`config.mk`:
```
export PLATFORM = sky130hd
export DESIGN_NAME = alu_iterative
export DESIGN_NICKNAME = d
export VERILOG_FILES = /design/src/rtl/alu_iterative.sv
export SDC_FILE = /design/constraint.sdc
export NUM_CORES = 1
export LEC_CHECK = 0
export ABC_CLOCK_PERIOD_IN_PS = 5420
export CORE_ASPECT_RATIO = 1.5
export CORE_MARGIN = 8
export CORE_UTILIZATION = 25
export CTS_BUF_LIST = sky130_fd_sc_hd__clkbuf_4 sky130_fd_sc_hd__clkbuf_8
export CTS_CLUSTER_SIZE = 10
export DETAILED_ROUTE_END_ITERATION = 10
export GPL_TIMING_DRIVEN = 0
export SLEW_MARGIN = 20
export SYNTH_ARGS = -nofsm -noshare
export SYNTH_HDL_FRONTEND = slang
export SYNTH_SLANG_ARGS = --single-unit
```
`constraint.sdc`:
```
create_clock -name clk -period 5.42 [get_ports clk]
set_input_delay 1.084 -clock clk [delete_from_list [all_inputs] [get_ports clk]]
set_output_delay 1.084 -clock clk [all_outputs]
set_load 0.02 [all_outputs]
```
`src/rtl/alu_iterative.sv`:
```
// Execute-stage ALU: single-cycle logic/add ops plus iterative MUL/MULHU/DIVU/REMU.
// Latency: single-cycle ops report done the cycle after start; iterative ops take WIDTH edges.
// Backpressure: start is ignored while busy; the control unit stalls the PC on busy.
module alu_iterative #(
  parameter int WIDTH = 32,
  parameter int CNT_W = $clog2(WIDTH) + 1
) (
  input  logic             clk,
  input  logic             reset,
  input  logic             start,
  input  logic [3:0]       sel,
  input  logic [WIDTH-1:0] a,
  input  logic [WIDTH-1:0] b,
  output logic [WIDTH-1:0] result,
  output logic             zero,
  output logic             ovf,
  output logic             busy,
  output logic             done
);

  localparam logic [0:0] S_IDLE = 1'b0;
  localparam logic [0:0] S_RUN  = 1'b1;

  logic [0:0]       state_q, state_d;
  logic [CNT_W-1:0] cnt_q, cnt_d;
  logic [1:0]       op_q, op_d;      // sel[1:0] of the iterative op: bit1=divide, bit0=high half/remainder
  logic [WIDTH-1:0] b_q, b_d;
  logic [WIDTH-1:0] hi_q, hi_d;      // product upper half, or partial remainder
  logic [WIDTH-1:0] lo_q, lo_d;      // product lower half/multiplier, or dividend/quotient
  logic [WIDTH-1:0] result_q, result_d;
  logic             zero_q, zero_d;
  logic             ovf_q, ovf_d;
  logic             done_q, done_d;

  logic             is_sub;
  logic [WIDTH-1:0] b_eff;
  logic [WIDTH-1:0] sum;
  logic             add_ovf;
  logic [WIDTH-1:0] alu_res;
  logic             alu_ovf;

  logic [WIDTH:0]   mul_sum;
  logic [WIDTH:0]   div_shift;
  logic [WIDTH:0]   div_diff;
  logic             div_ge;
  logic [WIDTH-1:0] hi_step;
  logic [WIDTH-1:0] lo_step;
  logic [WIDTH-1:0] iter_res;

  // Single-cycle datapath: shared adder for ADD/SUB/SLT, SLT uses sign XOR overflow
  always_comb begin
    is_sub  = (sel == 4'b0110) || (sel == 4'b0111);
    b_eff   = is_sub ? ~b : b;
    sum     = a + b_eff + {{(WIDTH-1){1'b0}}, is_sub};
    add_ovf = (a[WIDTH-1] == b_eff[WIDTH-1]) && (sum[WIDTH-1] != a[WIDTH-1]);
    alu_res = '0;
    case (sel)
      4'b0000: alu_res = a & b;
      4'b0001: alu_res = a | b;
      4'b0010: alu_res = sum;
      4'b0110: alu_res = sum;
      4'b0111: alu_res = {{(WIDTH-1){1'b0}}, sum[WIDTH-1] ^ add_ovf};
      4'b0100: alu_res = a & ~b;
      4'b0101: alu_res = a | ~b;
      default: alu_res = '0;
    endcase
    alu_ovf = ((sel == 4'b0010) || (sel == 4'b0110)) && add_ovf;
  end

  // One iteration step: shift-add multiply or restoring divide on the shared hi/lo pair.
  // A zero divisor always "fits", which yields all-ones quotient and remainder = a.
  always_comb begin
    mul_sum   = {1'b0, hi_q} + (lo_q[0] ? {1'b0, b_q} : {(WIDTH+1){1'b0}});
    div_shift = {hi_q, lo_q[WIDTH-1]};
    div_diff  = div_shift - {1'b0, b_q};
    div_ge    = ~div_diff[WIDTH];
    if (op_q[1]) begin
      hi_step = div_ge ? div_diff[WIDTH-1:0] : div_shift[WIDTH-1:0];
      lo_step = {lo_q[WIDTH-2:0], div_ge};
    end else begin
      hi_step = mul_sum[WIDTH:1];
      lo_step = {mul_sum[0], lo_q[WIDTH-1:1]};
    end
    iter_res = op_q[0] ? hi_step : lo_step;
  end

  // IDLE/RUN control: accept on start in IDLE, iterate in RUN, publish on the final step
  always_comb begin
    state_d  = state_q;
    cnt_d    = cnt_q;
    op_d     = op_q;
    b_d      = b_q;
    hi_d     = hi_q;
    lo_d     = lo_q;
    result_d = result_q;
    zero_d   = zero_q;
    ovf_d    = ovf_q;
    done_d   = 1'b0;
    case (state_q)
      S_IDLE: begin
        if (start) begin
          if (sel[3:2] == 2'b10) begin
            state_d = S_RUN;
            cnt_d   = CNT_W'(WIDTH);
            op_d    = sel[1:0];
            b_d     = b;
            hi_d    = '0;
            lo_d    = a;
          end else begin
            result_d = alu_res;
            zero_d   = (alu_res == '0);
            ovf_d    = alu_ovf;
            done_d   = 1'b1;
          end
        end
      end
      S_RUN: begin
        hi_d  = hi_step;
        lo_d  = lo_step;
        cnt_d = cnt_q - CNT_W'(1);
        if (cnt_q == CNT_W'(1)) begin
          result_d = iter_res;
          zero_d   = (iter_res == '0);
          ovf_d    = 1'b0;
          done_d   = 1'b1;
          state_d  = S_IDLE;
        end
      end
      default: state_d = S_IDLE;
    endcase
  end

  // State registers; reset clears outputs and aborts any iteration in flight
  always_ff @(posedge clk or posedge reset) begin
    if (reset) begin
      state_q  <= S_IDLE;
      cnt_q    <= '0;
      op_q     <= '0;
      b_q      <= '0;
      hi_q     <= '0;
      lo_q     <= '0;
      result_q <= '0;
      zero_q   <= 1'b0;
      ovf_q    <= 1'b0;
      done_q   <= 1'b0;
    end else begin
      state_q  <= state_d;
      cnt_q    <= cnt_d;
      op_q     <= op_d;
      b_q      <= b_d;
      hi_q     <= hi_d;
      lo_q     <= lo_d;
      result_q <= result_d;
      zero_q   <= zero_d;
      ovf_q    <= ovf_d;
      done_q   <= done_d;
    end
  end

  assign result = result_q;
  assign zero   = zero_q;
  assign ovf    = ovf_q;
  assign busy   = (state_q == S_RUN);
  assign done   = done_q;

endmodule

```
Yosys cells after proc, flatten, opt, wreduce, memory -nomap -nowiden --
Index checks and enable logic that the tools add are counted.
Operators by class: add/sub/neg operators 5, equality and inequality tests 14, muxes and demuxes 36, bitwise logic cells 8, reduce and logical (&&, ||, !) cells 11
Operators by type and width (number):
- $mux W32 | 13
- $pmux W32 S2 | 3
- $pmux W32 S6 | 1
- $and A32 B32 Y32 | 2
- $logic_not A32 Y1 | 2
- $or A32 B32 Y32 | 2
- $add A32 B32 Y33 | 1
- $sub A33 B32 Y33 | 1
- $add A32 B1 Y32 | 1
- $add A32 B32 Y32 | 1
- $not A32 Y32 | 1
- $eq A4 B3 Y1 const B | 4
- $mux W1 | 12
- $mux W6 | 2
- $pmux W6 S2 | 1
- $pmux W1 S2 | 4
- $eq A6 B1 Y1 const B | 1
- $ne A2 B2 Y1 const B | 3
- $reduce_and A3 Y1 | 2
- $sub A6 B1 Y6 const B | 1
- $eq A4 B1 Y1 const B | 1
- $eq A4 B2 Y1 const B | 1
- $logic_not A4 Y1 | 1
- $eq A2 B2 Y1 const B | 1
- other kinds (9) | 12
Storage, ports and cells: bits in registers 140, input port bits 71, output and inout bits 36, word-level logic and storage cells 84

Depth between registers and ports, before layout --
Gate-level depths: netlist of run 1.
depth after elaboration 13, mapped depth 19

Least setup slack after synthesis of run 1 --
Ideal clock, no wire load.
path type in2reg, start point input port sel[1], end point register zero_q (netlist: zero), setup time 0.066 ns, arrival time 4.921 ns, data required time 5.354 ns, path slack 0.433 ns, cell stages on the path 18, cells stage by stage buf_2 nand3b_1 buf_2 buf_1 xnor2_1 ha_1 nor2b_1 o31ai_1 a21oi_1 a211oi_1 o211ai_1 a21oi_1 o21ai_1 a311o_1 xnor2_1 o21ai_0 o41ai_1 a31o_1
Between the ends: word-level cells in the longest chain between the ends 13
Ends and longest elaborated chain:
- from (decl) | RTL line 11 | input logic [3:0] sel,
- $eq A4 B3 Y1 | RTL line 52, 57
- $logic_or A1 B1 Y1 | RTL line 52 | is_sub = (sel == 4'b0110) || (sel == 4'b0111);
- $mux W32 | RTL line 53 | b_eff = is_sub ? ~b : b;
- $add A32 B32 Y32 | RTL line 54 | sum = a + b_eff + {{(WIDTH-1){1'b0}}, is_sub};
- $add A32 B1 Y32 | RTL line 54
- $ne A1 B1 Y1 | RTL line 55 | add_ovf = (a[WIDTH-1] == b_eff[WIDTH-1]) && (sum[WIDTH-1] != a[WIDTH-1]);
- $logic_and A1 B1 Y1 | RTL line 55
- $xor A1 B1 Y1 | RTL line 62 | 4'b0111: alu_res = {{(WIDTH-1){1'b0}}, sum[WIDTH-1] ^ add_ovf};
- $pmux W32 S6 (*) | RTL line 57 | case (sel)
- $logic_not A32 Y1 (*) | RTL line 111 | zero_d = (alu_res == '0);
- $mux W1 (*) | RTL line 102 | if (sel[3:2] == 2'b10) begin
- $mux W1 (*) | RTL line 101 | if (start) begin
- $pmux W1 S2 (*) | RTL line 99 | case (state_q)
- to (signal assigned) | RTL line 154 | zero_q <= zero_d;
- to (decl) | RTL line 31 | logic zero_q, zero_d;
Every way passes the cells marked *; elsewhere a longest branch is shown, timed or not. The select of a mux whose other input is x is not followed. A chain may end at the register's enable or synchronous reset.

Worst setup path after layout of run 1 --
start point register lo_q[31], end point register zero_q (netlist: zero)
Between the ends: word-level cells in the longest chain between the ends 7
Ends and longest elaborated chain:
- from (decl) | RTL line 29 | logic [WIDTH-1:0] lo_q, lo_d;
- from (signal assigned) | RTL line 152 | lo_q <= lo_d;
- $sub A33 B32 Y33 | RTL line 75 | div_diff = div_shift - {1'b0, b_q};
- $mux W32 or $not A1 Y1 (tied branches) | RTL line 78, 76
- $mux W32 | RTL line 77 | if (op_q[1]) begin
- $mux W32 (*) | RTL line 84 | iter_res = op_q[0] ? hi_step : lo_step;
- $logic_not A32 Y1 (*) | RTL line 123 | zero_d = (iter_res == '0);
- $mux W1 (*) | RTL line 121 | if (cnt_q == CNT_W'(1)) begin
- $pmux W1 S2 (*) | RTL line 99
Marked as above.

==> results of run 1 <==
power by group:
group | internal, W | total (W) | switching [W]
logic | 0.00364 | 0.00990 | 0.00626
clock network | 0.000488 | 0.000949 | 0.000461
registers | 0.00156 | 0.00208 | 0.000516
routing by layer:
metal | GRT usage | vias up | wire length (µm)
met2 | 0.370 | 629 | 34800
met1 | 0.208 | 7358 | 24300
met3 | 0.0300 | 235 | 3250
li1 | - | 7024 | -
met5 | 0 | - | 0
met4 | 0.148 | 0 | 5820
layout by cell type (no fill, tap or decap), types with 10 or more instances in the layout:
| cell | count |
|---|---|
| a211oi_1 | 20 |
| a21o_1 | 47 |
| a21oi_1 | 147 |
| a222oi_1 | 31 |
| a22o_1 | 15 |
| a31oi_1 | 21 |
| and2_1 | 38 |
| and3_1 | 17 |
| buf_1 | 13 |
| clkbuf_1 | 86 |
| clkbuf_8 | 22 |
| clkdlybuf4s50_1 | 100 |
| dfrtp_1 | 139 |
| ha_1 | 96 |
| inv_1 | 111 |
| maj3_1 | 26 |
| mux2_2 | 35 |
| mux2i_1 | 40 |
| nand2_1 | 193 |
| nand2b_1 | 11 |
| nand3_1 | 33 |
| nand4_1 | 15 |
| nor2_1 | 127 |
| nor3_1 | 33 |
| o211ai_1 | 17 |
| o21a_1 | 10 |
| o21ai_0 | 137 |
| o21bai_1 | 17 |
| o31ai_1 | 12 |
| or3_1 | 11 |
| xnor2_1 | 70 |
| xor2_1 | 63 |
area by class of cell:
cell class,count,area (µm²)
Fill cell,6417,40700
Multi-Input combinational cell,1480,10300
Sequential cell,140,3500
Timing Repair Buffer,102,1040
Tap cell,770,963
Buffer,113,473
Inverter,114,439
Clock buffer,26,333
Clock inverter,6,82.6
Antenna cell,1,2.50
worst paths after layout:
| check | from | end | slack, ns | depth (start not counted) |
|---|---|---|---|---|
| min in group asynchronous | reset | b_q[5]$_DFFE_PP0P_ | 0.95 | 2 |
| max reg2reg | lo_q[31]$_DFFE_PP0P_ | zero$_DFFE_PP0P_ | -0.03 | 16 |
| max in group asynchronous | reset | lo_q[31]$_DFFE_PP0P_ | 3.50 | 3 |
| max | lo_q[31]$_DFFE_PP0P_ | zero$_DFFE_PP0P_ | -0.03 | 16 |
| min | cnt_q[5]$_DFFE_PP0P_ | cnt_q[5]$_DFFE_PP0P_ | 0.48 | 1 |
| min reg2reg | cnt_q[5]$_DFFE_PP0P_ | cnt_q[5]$_DFFE_PP0P_ | 0.48 | 1 |
kinds of logic after synthesis:
group           synth area share
fa+ha+maj                  0.105
xor+xnor                  0.0799
flops                      0.240
simple gates               0.169
mux                       0.0594
compound gates             0.286
buf+inv                   0.0601
stage by stage:
stage	cell area (µm²)	setup WS (ns)	instances	utilization	power, W
global route	17200	0.000360	2752	0.297	0.0138
floorplan	14600	0.433	1848	-	0.00850
detailed placement	16600	-2.08	2720	0.287	0.0116
CTS	17100	0.0473	2752	0.296	0.0127
global placement	16600	-2.16	2719	0.286	0.0115
finish	17200	-0.0321	2752	0.297	0.0129
repair_timing:
item	4_1_cts	5_1_grt
buffers inserted	0	0
pin swaps	3	3
hold buffers	0	0
setup endpoints to repair	21	4
resized for setup	36	11
registers in the layout, indices dropped and copies added, names as in the netlist:
name / count
result: 32
ovf: 1
done: 1
b_q: 32
cnt_q: 6
busy: 1
hi_q: 32
zero: 1
op_q: 2
lo_q: 32
==> out/metrics.cfg, run 1 <==
[outcome]
outcome=complete, but fails checks
failed_checks=setup timing

[logic_synthesis]
avgSynthCellArea_um2=7.89
yosysMostFrequentCell=nand2_1
synth_cell_types=93
synthTopCellsByArea=dfrtp_1 24%, ha_1 8.3%, a21oi_1 5.1%
yosysTopAreaCellShare=0.240
synth_enable_flop_cells=0
syn_nets=2019
synth_warnings=0
postSynth.asyncResetShare=1.00
syn_area_um2=14600
synth.ff_latch_count=140
yosysSeqAreaShare=0.240
synth_cells=1848
netlist_top_cells_count=193 x nand2_1, 148 x a21oi_1, 140 x dfrtp_1
synth_flop_cell=dfrtp_1
synth_top_area_cell=dfrtp_1

[floorplanning]
rows=108
fp.dieW_um=213
ios=107
start_util=0.252
core_um2=57800
die-area_um2=66500
dieHeight_um=312

[clock_network]
cts-htree-levels=4
cts_tree=done
cts_max_path_buffers=2
clock_sinks=140
path_clk_slew_ns=0.09
cts-buffers-inserted=17
clk_latency_ns=0.53
clockRootBuffer=clkbuf_8

[timing]
slew-limit-headroom=0.241
setup_tns_ns=-0.0321
fmax_mhz=183
whs_ns=0.479
hold_viol=0
fin_ws_ns=-0.0321
period_minus_slack_ns=5.45
rsz0062_at_grt=false
fin_skew_ns=0.0185
drv_slew=0
tightest_slew_ns=1.14
finalSetupViolations=1
period_share=1.01

[pwr]
p_leak_nw=7.37
ir_worst_vdd_uv=264
powerDensity_nw_per_um2=753

[setup_path]
crit_top_cell=nor3_2
cpMaxStageDelayCell=a311oi_1
cp-start-kind=flip-flop
cp_top_family=simple AND/OR/NAND/NOR gates
worstPathArrival_ns=5.92
critical_path_class=reg2reg
crit_buf_inv=2
crit_path_max_fanout=7
cp_cell_sequence=clkinvlp_4 > ha_1 > inv_1 > fa_1 > a211oi_2 > nor3_2 > nor3_2 > o21a_2 > or3_2 > nand3_4 > nand2_1 > a311oi_1 > o2111a_1 > nand4_1 > nor4_4 > a31o_1
required_ns=5.88
max_stage_delay_ns=0.70
cp-end-kind=flip-flop

[global_route]
grt_usage=0.204
grt_pass1_vias=15800
grt_pass1_wl_mm=101
grt_max_degree=94
gr-total-overflow=0
antenna_found_initial=3

[detailed_routing]
routedWlPerCell_um=24.7
drc_errors=0
vias_per_cell=5.54
finalWirelength_mm=68.1
drt_iter0_markers=1159
first_pass_iters=6
ant_nets=0
num_vias=15200

[cells_and_area]
nNetsFinal=2139
area_growth_syn_to_layout_pct=17.7
drive_gt1_frac=0.0666

[flow_run]
max_cap_viol_count=0

[place]
gp_congestion=1.02
dpl.hpwl_mm=55.6
io_buffers=101

[min_path]
hold_path_class=reg2reg

No activity file was read; power rests on OpenSTA's default activity.
==> run 2: changes to the inputs <==
--- a/config.mk
+++ b/config.mk
@@ -17,3 +17,4 @@
 export SYNTH_ARGS = -nofsm -noshare
 export SYNTH_HDL_FRONTEND = slang
 export SYNTH_SLANG_ARGS = --single-unit
+export TNS_END_PERCENT = 100
==> results of run 2 <==
Final layout, timing and power as in run 1 (identical DEF).
==> run 3: changes to the inputs <==
--- a/config.mk
+++ b/config.mk
@@ -5,7 +5,7 @@
 export SDC_FILE = /design/constraint.sdc
 export NUM_CORES = 1
 export LEC_CHECK = 0
-export ABC_CLOCK_PERIOD_IN_PS = 5420
+export ABC_CLOCK_PERIOD_IN_PS = 5000
 export CORE_ASPECT_RATIO = 1.5
 export CORE_MARGIN = 8
 export CORE_UTILIZATION = 25
@@ -17,4 +17,3 @@
 export SYNTH_ARGS = -nofsm -noshare
 export SYNTH_HDL_FRONTEND = slang
 export SYNTH_SLANG_ARGS = --single-unit
-export TNS_END_PERCENT = 100
==> constraint.sdc (replaced) <==
create_clock -name clk -period 5 [get_ports clk]
set_input_delay 1 -clock clk [delete_from_list [all_inputs] [get_ports clk]]
set_output_delay 1 -clock clk [all_outputs]
set_load 0.02 [all_outputs]
==> run 3 against run 2 <==
Against the previous run:
- the run now ends clean
- worst hold slack is essentially flat
- largest power group unchanged
- total power up 9.9%
- wire length rose by 0.48%
- combinational power grew 10%
- global-route usage is essentially flat
- largest cell class unchanged
- maximum frequency grew 9.9%
- utilization up 0.37 points
- final cell count increased by 0.33%
==> out/metrics.cfg, run 3 (synthesis results as in run 1) <==
[outcome]
outcome=complete, no violations

[timing]
period_minus_slack_ns=4.96  ; -0.493 ns
drv_slew=0  ; unchanged
fin_skew_ns=0.0140  ; -0.00451 ns
whs_ns=0.478  ; -0.000253 ns
tightest_slew_ns=1.14  ; -0.00311 ns
period_share=0.992  ; -0.0140
fmax_mhz=202  ; +9.9%
hold_viol=0  ; unchanged
fin_ws_ns=0.0404  ; +0.0725 ns
slew-limit-headroom=0.243  ; +0.00208
finalSetupViolations=0  ; -1

[detailed_routing]
drt_iter0_markers=1176  ; +1.5%
maxUsedRoutingLayer=met4
wl_met1_mm=24.4  ; +0.38%
routedWlPerCell_um=24.8  ; +0.15%
wl_met2_mm=35.1  ; +0.85%
vias_per_cell=5.56  ; +0.31%
drc_errors=0  ; unchanged
first_pass_iters=6  ; unchanged
num_vias=15300  ; +0.64%
dr_wl_met3_mm=3.34  ; +2.7%
ant_nets=0  ; unchanged
finalWirelength_mm=68.4  ; +0.48%

[clock_network]
cts_max_path_buffers=2  ; unchanged
ctsHoldBuffers=0  ; unchanged
clock_sinks=140  ; unchanged
cts_tree=done
cts-htree-levels=4  ; unchanged
path_clk_slew_ns=0.08  ; about the same
cts-buffers-inserted=17  ; unchanged
clk_latency_ns=0.53  ; about the same
clockRootBuffer=clkbuf_8

[floorplanning]
ios=107  ; unchanged
fp.dieW_um=213  ; unchanged
rows=108  ; unchanged
dieHeight_um=312  ; unchanged
core_um2=57800  ; unchanged
die-area_um2=66500  ; unchanged
start_util=0.252  ; unchanged

[setup_path]
cp_top_family=simple AND/OR/NAND/NOR gates
crit_path_max_fanout=10  ; +3
cp-end-kind=flip-flop
max_stage_delay_ns=0.53  ; -0.17 ns
reg2reg_from=lo_q[31]$_DFFE_PP0P_
critical_path_class=reg2reg
r2r_slack_ns=0.04  ; +0.07 ns
rr_endpoint=zero$_DFFE_PP0P_
crit_buf_inv=4  ; +2
cpMaxStageDelayCell=nor4_4
worstPathArrival_ns=5.42  ; -0.50 ns
required_ns=5.46  ; -0.42 ns
rr_worst_depth=18  ; +2
cp-start-kind=flip-flop
cp_cell_sequence=clkinvlp_4 > ha_1 > inv_1 > fa_2 > a211oi_2 > nor3_2 > nor3_2 > o21a_2 > or3_4 > nand3_4 > and2_4 > buf_6 > buf_6 > mux2_1 > a221oi_2 > nand4_1 > nor4_4 > a31o_1

[min_path]
hold_depth=1  ; unchanged
hp-start=cnt_q[5]$_DFFE_PP0P_
hold_path_class=reg2reg
holdPathEnd=cnt_q[5]$_DFFE_PP0P_

[cells_and_area]
nNetsFinal=2148  ; +0.42%
final_common_cell=nand2_1
fin_area_um2=17400  ; +1.3%
n_fill_cell=6396  ; -0.33%
final_cell_mix=193 x nand2_1, 146 x a21oi_1, 138 x dfrtp_1
drive_gt1_frac=0.0799  ; +0.0133
area_growth_syn_to_layout_pct=19.2

[pwr]
p_int_w=0.00627  ; +10%
pwr-share-seq=0.158  ; -0.003
powerDensity_nw_per_um2=817  ; +8.5%
p_switching_w=0.00793  ; +9.6%
p_leak_nw=7.46  ; +1.2%
power_frac_clock=0.072  ; about the same
power_w=0.0142  ; +9.9%
switching_share=0.558  ; -0.00158
combPwrFrac=0.769  ; +0.003
ir_worst_vdd_uv=292  ; +11%

[global_route]
gr-total-overflow=0  ; unchanged
grt_usage=0.204  ; +0.000402
grt_pass1_wl_mm=101  ; +0.22%
grt_pass1_vias=15900  ; +0.21%
grt_max_degree=94  ; unchanged
antenna_found_initial=2  ; -1

[place]
placed_cell_area_um2=16600  ; unchanged
io_buffers=101  ; unchanged
place_ws_ns=-2.42  ; -0.336 ns
dpl.hpwl_mm=55.6  ; unchanged
gp_congestion=1.02  ; unchanged

[flow_run]
max_cap_viol_count=0  ; unchanged

[run 3: changes by cell type in the layout (fill, tap and decap cells not counted), moves of 2 or more]
cell,change
a211oi_1,-2
a211oi_4,+2
buf_4,+8
clkbuf_2,+2
[run 3: final cells by class]
| type | count | area, µm² | share of cell area |
|---|---|---|---|
| diodes | 1 | 2.50 | 0.000144 |
| flip-flops and latches | 140 | 3510 | 0.202 |
| well taps | 770 | 963 | 0.0554 |
| inverters | 114 | 439 | 0.0253 |
| clock buffers | 26 | 333 | 0.0191 |
| multi-input cells | 1480 | 10500 | 0.602 |
| plain buffers | 114 | 494 | 0.0284 |
| repair buffers | 110 | 1090 | 0.0628 |
| clock inverters | 6 | 82.6 | 0.00475 |
[run 3: metrics by stage]
step / TNS [ns] / utilization / cells
after global routing: -0.00738 / 0.301 / 2761
final: 0 / 0.301 / 2761
after floorplan: 0 / - / 1848
after CTS: 0 / 0.298 / 2755
after global placement: -340.26 / 0.286 / 2719
after detailed placement: -32.40 / 0.287 / 2720
[run 3: repair_timing]
| item | in CTS | in global routing |
|---|---|---|
| endpoints found under the setup margin | 26 | 5 |
| setup buffers | 3 | 5 |
| resized for setup | 58 | 21 |
| pin swaps | 7 | 16 |
[run 3: power by group through the flow]
stage	registers (W)	logic [W]	clock network [W]
after floorplan	0.00220	0.00701	0
after CTS	0.00223	0.0105	0.00103
after global placement	0.00225	0.0103	0
after global routing	0.00231	0.0117	0.00108
after detailed placement	0.00225	0.0103	0
final	0.00225	0.0109	0.00103
[run 3: layer usage]
metal  GRT usage  vias to the layer above
li1            -                     7039
met1       0.209                     7386
met2       0.371                      668
met3      0.0274                      251
met4       0.150                        0
met5           0                        -
[run 3: worst max path at each step]
stage,to,slack [ns],from,depth (start not counted)
CTS,zero$_DFFE_PP0P_,0.04,lo_q[31]$_DFFE_PP0P_,18
floorplan,zero$_DFFE_PP0P_,0.1,sel[1],18
finish,zero$_DFFE_PP0P_,0.04,lo_q[31]$_DFFE_PP0P_,18
detailed placement,zero$_DFFE_PP0P_,-2.42,sel[3],18
global route,zero$_DFFE_PP0P_,-0.007,sel[2],19
global placement,zero$_DFFE_PP0P_,-2.49,sel[3],18
